### src/rtl/lsu_request_scheduler.sv
// Shares one load/store unit between the store-commit port (0) and the load-issue port (1):
// per-port request FIFOs, round-robin grant, and a single in-flight op with a watchdog.
module lsu_request_scheduler #(
    parameter int unsigned FIFO_DEPTH = 2,
    parameter int unsigned TAG_W      = 6,
    parameter int unsigned TIMEOUT    = 15
) (
    input  logic                 clk,
    input  logic                 reset,
    input  logic [1:0]           req_valid,
    output logic [1:0]           req_ready,
    input  logic [1:0]           req_is_load,
    input  logic [1:0]           req_is_store,
    input  logic [1:0]           req_is_byte,
    input  logic [1:0]           req_is_word,
    input  logic [63:0]          req_rs1,
    input  logic [63:0]          req_rs2,
    input  logic [63:0]          req_imm,
    input  logic [2*TAG_W-1:0]   req_tag,
    output logic [31:0]          lsu_rs1_data,
    output logic [31:0]          lsu_rs2_data,
    output logic [31:0]          lsu_imm,
    output logic                 lsu_is_load,
    output logic                 lsu_is_store,
    output logic                 lsu_is_byte,
    output logic                 lsu_is_word,
    input  logic [31:0]          lsu_read_data,
    input  logic                 lsu_mem_done,
    input  logic [31:0]          lsu_mem_address,
    output logic                 resp_valid,
    output logic                 resp_port,
    output logic [TAG_W-1:0]     resp_tag,
    output logic [31:0]          resp_data,
    output logic [31:0]          resp_addr,
    output logic                 resp_err,
    output logic                 busy
);

    localparam int unsigned PTR_W = $clog2(FIFO_DEPTH);
    localparam int unsigned CNT_W = PTR_W + 1;
    localparam int unsigned WD_W  = $clog2(TIMEOUT + 1);

    typedef struct packed {
        logic             is_load;
        logic             is_store;
        logic             is_byte;
        logic             is_word;
        logic [31:0]      rs1;
        logic [31:0]      rs2;
        logic [31:0]      imm;
        logic [TAG_W-1:0] tag;
    } op_t;

    typedef enum logic [1:0] {StIdle, StIssue, StWait, StResp} state_e;

    state_e           state_q, state_d;
    op_t              fifo_mem [2][FIFO_DEPTH];
    logic [PTR_W-1:0] wr_ptr [2];
    logic [PTR_W-1:0] rd_ptr [2];
    logic [CNT_W-1:0] count  [2];
    op_t              in_op  [2];
    op_t              head   [2];
    logic [1:0]       non_empty, push, pop;
    op_t              op_q, grant_op;
    logic             grant, grant_port, grant_ok;
    logic             last_grant_q, resp_port_q, resp_err_q, ready_en_q;
    logic [31:0]      resp_data_q, resp_addr_q;
    logic [WD_W-1:0]  wd_q;

    always_comb begin
        grant      = (state_q == StIdle) && (non_empty != 2'b00);
        grant_port = (&non_empty) ? ~last_grant_q : non_empty[1];
        for (int p = 0; p < 2; p++) begin
            in_op[p]          = '0;
            in_op[p].is_load  = req_is_load[p];
            in_op[p].is_store = req_is_store[p];
            in_op[p].is_byte  = req_is_byte[p];
            in_op[p].is_word  = req_is_word[p];
            in_op[p].rs1      = req_rs1[p*32 +: 32];
            in_op[p].rs2      = req_rs2[p*32 +: 32];
            in_op[p].imm      = req_imm[p*32 +: 32];
            in_op[p].tag      = req_tag[p*TAG_W +: TAG_W];
            head[p]           = fifo_mem[p][rd_ptr[p]];
            non_empty[p]      = (count[p] != '0);
            // ready comes from registered state only; it is held low until the first clock
            req_ready[p]      = ready_en_q && (count[p] != CNT_W'(FIFO_DEPTH));
            push[p]           = req_valid[p] & req_ready[p];
            pop[p]            = grant && (grant_port == 1'(p));
        end
        grant_op = head[grant_port];
        grant_ok = (grant_op.is_load ^ grant_op.is_store) & (grant_op.is_byte ^ grant_op.is_word);
    end

    always_ff @(posedge clk or negedge reset) begin
        if (!reset) begin
            for (int p = 0; p < 2; p++) begin
                wr_ptr[p] <= '0;
                rd_ptr[p] <= '0;
                count[p]  <= '0;
                for (int i = 0; i < int'(FIFO_DEPTH); i++) fifo_mem[p][i] <= '0;
            end
        end else begin
            for (int p = 0; p < 2; p++) begin
                if (push[p]) begin
                    fifo_mem[p][wr_ptr[p]] <= in_op[p];
                    wr_ptr[p]              <= wr_ptr[p] + 1'b1;
                end
                if (pop[p]) rd_ptr[p] <= rd_ptr[p] + 1'b1;
                if (push[p] && !pop[p]) count[p] <= count[p] + 1'b1;
                else if (pop[p] && !push[p]) count[p] <= count[p] - 1'b1;
            end
        end
    end

    always_ff @(posedge clk or negedge reset) begin
        if (!reset) state_q <= StIdle;
        else        state_q <= state_d;
    end

    always_comb begin
        state_d = state_q;
        unique case (state_q)
            StIdle:  if (grant) state_d = grant_ok ? StIssue : StResp;
            StIssue: state_d = StWait;
            StWait:  if (lsu_mem_done || (wd_q == WD_W'(TIMEOUT))) state_d = StResp;
            StResp:  state_d = StIdle;
            default: state_d = StIdle;
        endcase
    end

    always_ff @(posedge clk or negedge reset) begin
        if (!reset) begin
            op_q         <= '0;
            last_grant_q <= 1'b1;
            resp_port_q  <= 1'b0;
            resp_err_q   <= 1'b0;
            resp_data_q  <= '0;
            resp_addr_q  <= '0;
            wd_q         <= '0;
            ready_en_q   <= 1'b0;
        end else begin
            ready_en_q <= 1'b1;
            case (state_q)
                StIdle: begin
                    if (grant) begin
                        op_q         <= grant_op;
                        last_grant_q <= grant_port;
                        resp_port_q  <= grant_port;
                        resp_err_q   <= ~grant_ok;
                        resp_data_q  <= '0;
                        resp_addr_q  <= '0;
                    end
                end
                StIssue: begin
                    resp_addr_q <= lsu_mem_address;
                    wd_q        <= '0;
                end
                StWait: begin
                    if (lsu_mem_done) begin
                        resp_data_q <= op_q.is_load ? lsu_read_data : 32'h0;
                    end else if (wd_q == WD_W'(TIMEOUT)) begin
                        resp_err_q <= 1'b1;
                    end else begin
                        wd_q <= wd_q + 1'b1;
                    end
                end
                default: ;
            endcase
        end
    end

    assign lsu_rs1_data = op_q.rs1;
    assign lsu_rs2_data = op_q.rs2;
    assign lsu_imm      = op_q.imm;
    assign lsu_is_load  = (state_q == StIssue) & op_q.is_load;
    assign lsu_is_store = (state_q == StIssue) & op_q.is_store;
    assign lsu_is_byte  = (state_q == StIssue) & op_q.is_byte;
    assign lsu_is_word  = (state_q == StIssue) & op_q.is_word;
    assign resp_valid   = (state_q == StResp);
    assign resp_port    = resp_port_q;
    assign resp_tag     = op_q.tag;
    assign resp_data    = resp_data_q;
    assign resp_addr    = resp_addr_q;
    assign resp_err     = resp_err_q;
    assign busy         = (state_q != StIdle) || (non_empty != 2'b00);

endmodule

### config.mk
export PLATFORM = sky130hd
export DESIGN_NAME = lsu_request_scheduler
export DESIGN_NICKNAME = d
export VERILOG_FILES = /design/src/rtl/lsu_request_scheduler.sv
export SDC_FILE = /design/constraint.sdc
export NUM_CORES = 1
export LEC_CHECK = 0
export ABC_AREA = 1
export CORE_MARGIN = 4
export CORE_UTILIZATION = 35
export DETAILED_ROUTE_END_ITERATION = 7
export RECOVER_POWER = 100
export SLEW_MARGIN = 20
export SYNTH_ARGS = -nofsm -noshare
export SYNTH_HDL_FRONTEND = slang
export SYNTH_SLANG_ARGS = --single-unit
### constraint.sdc
create_clock -name clk -period 6.35 [get_ports clk]
set_clock_uncertainty 0.2 [all_clocks]
set_input_delay 1.27 -clock clk [delete_from_list [all_inputs] [get_ports clk]]
set_output_delay 1.27 -clock clk [all_outputs]
set_load 0.01 [all_outputs]
==> results of run 1 <==
[state kept, by name (all words and copies together), names as in the netlist, 2 cells and up]
signal and cells:
wr_ptr 2, resp_tag 6, lsu_rs2_data 32, rd_ptr 2
resp_addr 32, wd_q 4, resp_data 32, op_q 4
lsu_imm 32, count 4, state_q 2, fifo_mem 424
lsu_rs1_data 32
[per-layer routing]
metal,vias up,global-route usage,share of wire
met2,571,0.319,0.47
met1,10420,0.262,0.45
met4,10,0.0591,0.024
met3,121,0.0364,0.059
met5,-,0,0.00085
li1,10752,-,-
[where the power goes]
part / internal [uW] / leakage [uW] / switching [uW] / total, uW
clock: 2450 / 0.00117 / 1710 / 4160
sequential: 5710 / 0.00768 / 1060 / 6770
combinational: 2490 / 0.00771 / 4190 / 6690
total: 10700 / 0.0166 / 6950 / 17600
[final cells by class]
class                   count  area [sq um]  share of cell area
diodes                      8          20.0            0.000590
clock buffers             102          2070              0.0609
clock inverters            27           310             0.00915
inverters                 281          1060              0.0314
multi-input cells        2072          9010               0.266
flip-flops and latches    612         15300               0.452
well taps                1040          1300              0.0384
repair buffers            482          4810               0.142
[kinds of logic after synthesis]
group	synth area share
xor gates and xnor gates	0.00223
AOI/OAI and AO/OA	0.141
adders and majority gates	0.00365
muxes	0.000730
other	0.000137
buffers and inverters	0.104
and+or+nand+nor	0.190
DFF	0.558
[per-stage QoR]
stage | instance area, sq um | std cells
after floorplan | 27400 | 3274
after global placement | 31900 | 4486
after detailed placement | 31900 | 4486
after CTS | 34200 | 4615
after global routing | 33900 | 4620
final | 33900 | 4624
[critical path, stage by stage (launching register included)]
cell and delay, ps:
sky130_fd_sc_hd__dfrtp_1 370, sky130_fd_sc_hd__inv_2 60, sky130_fd_sc_hd__nand2_1 340, sky130_fd_sc_hd__inv_2 70, sky130_fd_sc_hd__nand3_2 60, sky130_fd_sc_hd__clkbuf_1 1180, sky130_fd_sc_hd__clkdlybuf4s50_1 760
[cell usage after synthesis, types with 22 or more instances]
library cell,n
sky130_fd_sc_hd__buf_2,67
sky130_fd_sc_hd__buf_6,22
sky130_fd_sc_hd__o21ai_2,71
sky130_fd_sc_hd__nand2_1,769
sky130_fd_sc_hd__buf_4,102
sky130_fd_sc_hd__nor2_1,416
sky130_fd_sc_hd__inv_1,277
sky130_fd_sc_hd__nand3_1,145
sky130_fd_sc_hd__o21ai_1,101
sky130_fd_sc_hd__clkbuf_1,109
sky130_fd_sc_hd__dfrtp_1,611
sky130_fd_sc_hd__o21ai_0,538
[how the worst max path moves through the flow]
| stage | slack (ps) | to | start | depth (start not counted) |
|---|---|---|---|---|
| 2_1_floorplan | 3550 | lsu_is_load | state_q[1] | 6 |
| 3_3_place_gp | 2440 | fifo_mem[78] | req_valid[1] | 6 |
| 3_5_place_dp | 2390 | fifo_mem[90] | req_valid[1] | 6 |
| 4_1_cts | 2360 | lsu_is_load | state_q[1] | 6 |
| 5_1_grt | 1130 | lsu_imm[21] | rd_ptr[1] | 6 |
| 6_report | 1410 | busy | count[0] | 6 |
==> results summary, run 1 <==
The run finished, with violations left. The distinct cell type count after synthesis is 29. The endpoint identified for the worst register-to-register timing path is lsu_imm[21].

The hold-critical path endpoint is lsu_rs2_data[20]. The total iterations of the first detailed-routing run came out at 5. Summed over all cells, the static leakage comes to 0.0166 uW.

The synthesized instance count is 3274. The cell at the root of the clock tree is sky130_fd_sc_hd__clkbuf_16. Once routing completed, OpenROAD measured the worst setup slack at 1410 ps.

The worst slack at placement is 2390 ps. The number of design-rule violations left by the first detailed-router iteration came out at 1507. The cell count of the worst hold path is 2.

The port buffer count came out at 456. The number of nets in the synthesized netlist is 3563. The final reports fail on capacitance limit, slew limit.

The TritonCTS buffer count is 72. Setup repair after global routing left no endpoint under its margin. The post-CTS setup-driven buffer insertion count came out at 0.

Counting flops with an async set or reset pin after synthesis yields a share of 1.00. The minimum clock period after layout is 4940 ps. The mean area per synthesized cell came out at 8.38 sq um. The number of filler instances in the final layout came out at 7940.

The initial antenna violation count is 12. The via count of the first global-routing pass came out at 21.7k. At the end of routability-driven placement, the weighted congestion stood at 0.762. The clock latency on the worst-skew pair is 600 ps. The min-delay analysis places its worst path in the category flop to flop. TritonCTS built the clock tree.

The final routed wire length divided by cell count is 17.6 um. The vias after detailed routing is 21.9k. The cell area power density is 519 nW/um^2.

The final number of hold-violating endpoints is 0. The width of the die is 288 um. By startpoint and endpoint, the worst setup path is classified as flop to primary output. The total wire length came out at 81600 um. The share of the yosys chip area belonging to registers came out at 0.558.

For this run, design rule violations remaining after detail routing come to 0. The area of the core region is 77600 sq um. The clock-pin slew reported for the worst setup and hold paths after clock tree synthesis is 60 ps. The sum of overflow across all layers after global routing came out at 0. The number of cells traversed by the worst register-to-register path came out at 6. The starting density of the core came out at 0.354. STA classifies the critical path endpoint as a primary output.

Counting flops with a built-in enable in the synthesized netlist gives 0. The total power is 17600 uW. The total number of yosys warnings came out at 0. In the final timing run, aggregate negative setup slack is 0 ps. The post-route antenna net violation count is 0.

Data on the critical path is required at its endpoint by 4880 ps. The flip-flop and latch count after synthesis came out at 612. The share of final-layout standard cells stronger than drive strength 1 is 0.0419. The total routing resource utilization after global routing is 0.194. The number of placement rows came out at 102. Leaving out fill and tap cells, the most frequent cell in the layout is sky130_fd_sc_hd__nand2_1. The pin count of the biggest net entering global routing is 183. The worst slack on hold paths is 270 ps.

The floorplan step defined a die boundary enclosing 82900 sq um. The slew of the pin with the lowest slew margin is 3510 ps. The post-cts resize count is 0. The share of synthesized area in the top cell type comes to 0.557. The worst-path maximum fanout is 36.

The post-synth design cell area came out at 27400 sq um. The total I/O pin count is 457. Derived from the worst setup path, the maximum achievable clock frequency is 202 MHz.

sky130_fd_sc_hd__dfrtp_1 takes more of the synthesized area than any other cell. In the final design database the tool counted 3810 nets. Setup violations remaining at the end of the flow were counted as 0.

The total count of max-transition violations in the final report is 887. The wire length of the first global-routing pass is 127000 um. Summed over all nets, the half-perimeter wirelength after detailed placement is 51000 um. The H-tree was split into 3 levels. The worst register-to-register path begins at rd_ptr[1]. By area the synthesized netlist is led by sky130_fd_sc_hd__dfrtp_1 (56%), sky130_fd_sc_hd__nand2_1 (11%), sky130_fd_sc_hd__o21ai_0 (9.8%), sky130_fd_sc_hd__nor2_1 (5.7%), sky130_fd_sc_hd__inv_1 (3.8%). The core occupancy in the finished layout is 0.437.

The longest clock path from root to sink contains 3 buffers. The total of max-cap violations came out at 13. The most used flip-flop cell after synthesis is sky130_fd_sc_hd__dfrtp_1. The mean number of vias per cell is 4.73. Leaving out fill and tap cells, the most frequent cells in the layout are sky130_fd_sc_hd__nand2_1 (770), sky130_fd_sc_hd__o21ai_0 (704), sky130_fd_sc_hd__dfrtp_1 (609), sky130_fd_sc_hd__nor2_1 (416), sky130_fd_sc_hd__clkdlybuf4s50_1 (278).

The worst hold path begins at lsu_rs2_data[20]. The number of hold buffers added after CTS was 0. The normalized max-slew margin came out at -1.34. The worst setup slack for register-to-register paths came out at 1490 ps. Compared with the post-synthesis result, the final layout area differs by 23.5%. The maximum vdd ir drop is 0.333 mV. Of the available clock period, the critical path in the final layout requires 0.778.

The data arrival time of the worst path is 3470 ps. The vertical die dimension came out at 288 um. The worst setup path is launched from a flop. The clock net sink count came out at 612.
Power figures use the tool's default switching activity.
==> run 2: changes to the inputs <==
==> constraint.sdc (replaced) <==
create_clock -name clk -period 5 [get_ports clk]
set_clock_uncertainty 0.2 [all_clocks]
set_input_delay 1 -clock clk [delete_from_list [all_inputs] [get_ports clk]]
set_output_delay 1 -clock clk [all_outputs]
set_load 0.01 [all_outputs]
==> results summary, run 2 (synthesized netlist as in run 1, its figures left out) <==
The launching element type of the critical path is an input port (was flop). The TritonCTS buffer count is 71 (was 72). The final layout net count is 3818 (was 3810). The residual DRC count came out at 0 (unchanged). The leakage component of the power came out at 0.0166 uW (about the same).

The core occupancy in the finished layout is 0.437 (about the same). The total routing resource utilization after global routing came out at 0.197 (was 0.194). The total wire length came out at 82800 um (was 81600 um). The width of the die came out at 288 um (unchanged). The number of standard cells in the final layout excluding fillers is 4620 (was 4624). The total I/O pin count came out at 457 (unchanged). The via count of the first global-routing pass came out at 22.2k (was 21.7k). The count of H-tree levels built during CTS came out at 3 (unchanged). The switching power share of the total came out at 0.393 (was 0.395). The clock latency on the worst-skew pair is 600 ps (about the same). The clock-pin slew reported for the worst setup and hold paths after clock tree synthesis came to 60 ps (about the same). The share of total power in combinational logic came out at 0.380 (about the same). Result of the run: finished, violations left (unchanged). The classification of the worst-slack hold path is input port to asynchronous set/reset pin (was flop to flop). The total of max-cap violations is 15 (was 13). The data arrival time of the worst path came out at 4350 ps (was 3470 ps).

The vertical die dimension was 288 um (unchanged). The final-layout setup total negative slack came out at 0 ps (unchanged). The post-cts resize count is 0 (unchanged).

The TritonCTS clock tree is yes (unchanged). The worst setup slack for register-to-register paths came out at 950 ps (was 1490 ps). The share of final-layout standard cells stronger than drive strength 1 came out at 0.0408 (was 0.0419). The sum of overflow across all layers after global routing came out at 0 (unchanged). The register containing the most flip-flops in the final layout is fifo_mem (unchanged). The final routed wire length divided by cell count is 17.9 um (was 17.6 um). Violated checks: capacitance limit, slew limit (unchanged).

The number of cells traversed by the worst register-to-register path came out at 12 (was 6). The initial antenna violation count is 9 (was 12). The vias after detailed routing came out at 22.1k (was 21.9k). The most common cell after layout, fill and taps aside is sky130_fd_sc_hd__nand2_1 (unchanged). The starting density of the core came out at 0.354 (unchanged). The highest clock frequency the design can meet is 245 MHz. The cell area power density was 658 nW/um^2 (was 519 nW/um^2). The number of buffers between clock root and the deepest sink came to 3 (unchanged). The area growth from synthesis to final layout came out at 23.7% (was 23.5%). The category of the worst setup path capture point is a flop (was primary output). Unrepaired setup endpoints after global routing: false (unchanged). The final setup violation count came out at 0 (unchanged). The post-route antenna net violation count came out at 0 (unchanged).

The total iterations of the first detailed-routing run is 5 (unchanged). The worst slack at placement was 1660 ps (was 2390 ps). The share of the cycle needed by the critical path after routing is 0.817. The power spent charging and discharging nets was 8790 uW (was 6950 uW). The pin count of the biggest net entering global routing was 189 (was 183).

The final weighted congestion in routability-driven placement is 0.763 (was 0.762). The sequential share of power came out at 0.388 (was 0.384). Leading cell types in the layout, fill and taps excluded: sky130_fd_sc_hd__nand2_1 (769), sky130_fd_sc_hd__o21ai_0 (704), sky130_fd_sc_hd__dfrtp_1 (609), sky130_fd_sc_hd__nor2_1 (416), sky130_fd_sc_hd__clkdlybuf4s50_1 (279) (was sky130_fd_sc_hd__nand2_1 (770), sky130_fd_sc_hd__o21ai_0 (704), sky130_fd_sc_hd__dfrtp_1 (609), sky130_fd_sc_hd__nor2_1 (416), sky130_fd_sc_hd__clkdlybuf4s50_1 (278)). The mean number of vias per cell came to 4.78 (was 4.73). The area of the core region is 77600 sq um (unchanged). The worst setup slack after layout is 915 ps (was 1410 ps). The reg-to-reg critical path startpoint is rd_ptr[1] (unchanged). The floorplan die area is 82900 sq um (unchanged). The cell at the root of the clock tree was sky130_fd_sc_hd__clkbuf_16 (unchanged). The critical path required time came out at 5260 ps (was 4880 ps). The placed cell count is 4496 (was 4486). The capturing point of the worst reg2reg path was resp_err (was lsu_imm[21]). The post-CTS setup-driven buffer insertion count is 0 (unchanged). The number of filler instances in the final layout came to 7842 (was 7940). The wire length of the first global-routing pass came out at 129000 um (was 127000 um). The type of the setup path with the least slack is input port to flop (was flop to primary output). The number of design-rule violations left by the first detailed-router iteration came to 1243 (was 1507). The total internal power came out at 13600 uW (was 10700 uW). The worst-path maximum fanout is 67 (was 36). The number of placement rows came out at 102 (unchanged).

The minimum clock period after layout is 4090 ps. The maximum vdd ir drop came out at 0.436 mV (was 0.333 mV). The total count of max-transition violations in the final report came to 731 (was 887). The port buffer count is 456 (unchanged). The share of total power in the clock network is 0.233 (was 0.236). The flip-flop count of the largest register after layout came to 424 (unchanged).

The final number of hold-violating endpoints is 0 (unchanged). The normalized max-slew margin came out at -0.626 (was -1.34). The number of hold buffers added after CTS is 0 (unchanged). The clock net sink count came out at 612 (unchanged). The slew of the pin with the lowest slew margin was 2440 ps (was 3510 ps). The half-perimeter wire length of the detailed placement result is 52800 um (was 51000 um).
-- run 2: cell types whose count changed in the layout (fill, tap and decap cells not counted), moves of 2 or more --
cell	before	now
sky130_fd_sc_hd__buf_12	5	11
sky130_fd_sc_hd__o21ai_2	1	3
sky130_fd_sc_hd__clkinv_2	14	6
sky130_fd_sc_hd__diode_2	8	4
sky130_fd_sc_hd__buf_4	11	7
sky130_fd_sc_hd__o21ai_1	5	3
sky130_fd_sc_hd__clkbuf_2	4	7
sky130_fd_sc_hd__clkbuf_1	21	26
-- run 2: stage by stage --
step,instance area [sq um],power (uW),hold slack (ps)
after floorplan,27400,14500,250
after global placement,32000,17600,262
after detailed placement,32000,17700,264
after CTS,34300,23100,279
after global routing,33900,24200,288
final,33900,22300,271
-- run 2: critical path, cell delays in order --
cell and delay (ps):
sky130_fd_sc_hd__dlygate4sd3_1 600, sky130_fd_sc_hd__nand2_1 140, sky130_fd_sc_hd__inv_1 80, sky130_fd_sc_hd__nand2_1 1720, sky130_fd_sc_hd__buf_4 620, sky130_fd_sc_hd__o21ai_0 150
-- run 2: final cells by class --
type / count / area, sq um / area share
flip-flops and latches: 612 / 15300 / 0.451
multi-input cells: 2072 / 9020 / 0.266
repair buffers: 491 / 4910 / 0.145
clock buffers: 101 / 2050 / 0.0605
well taps: 1040 / 1300 / 0.0383
inverters: 281 / 1060 / 0.0313
clock inverters: 19 / 262 / 0.00770
diodes: 4 / 10.0 / 0.000295
-- run 2: how the worst max path moves through the flow --
stage / from / endpoint / slack (ps) / cells after the start
2_1_floorplan: state_q[1] / lsu_is_load / 2470 / 6
3_3_place_gp: req_valid[0] / fifo_mem[294] / 1680 / 6
3_5_place_dp: req_valid[0] / fifo_mem[301] / 1660 / 6
4_1_cts: state_q[1] / lsu_is_load / 1170 / 6
5_1_grt: req_valid[0] / fifo_mem[249] / 620 / 6
6_report: req_valid[0] / fifo_mem[293] / 910 / 6
-- run 2: power groups by stage --
stage / Sequential [uW] / Clock [uW] / Combinational, uW
2_1_floorplan: 8310 / 0 / 6180
5_1_grt: 8960 / 5570 / 9680
6_report: 8660 / 5200 / 8480
3_3_place_gp: 8710 / 0 / 8840
4_1_cts: 8700 / 5360 / 9050
3_5_place_dp: 8740 / 0 / 9010
-- run 2: routing by layer --
metal | vias to the layer above | share of wire | GRT usage
met5 | - | 0.00057 | 0
met1 | 10586 | 0.45 | 0.265
met3 | 140 | 0.057 | 0.0363
met4 | 8 | 0.033 | 0.0701
met2 | 580 | 0.46 | 0.319
li1 | 10759 | - | -
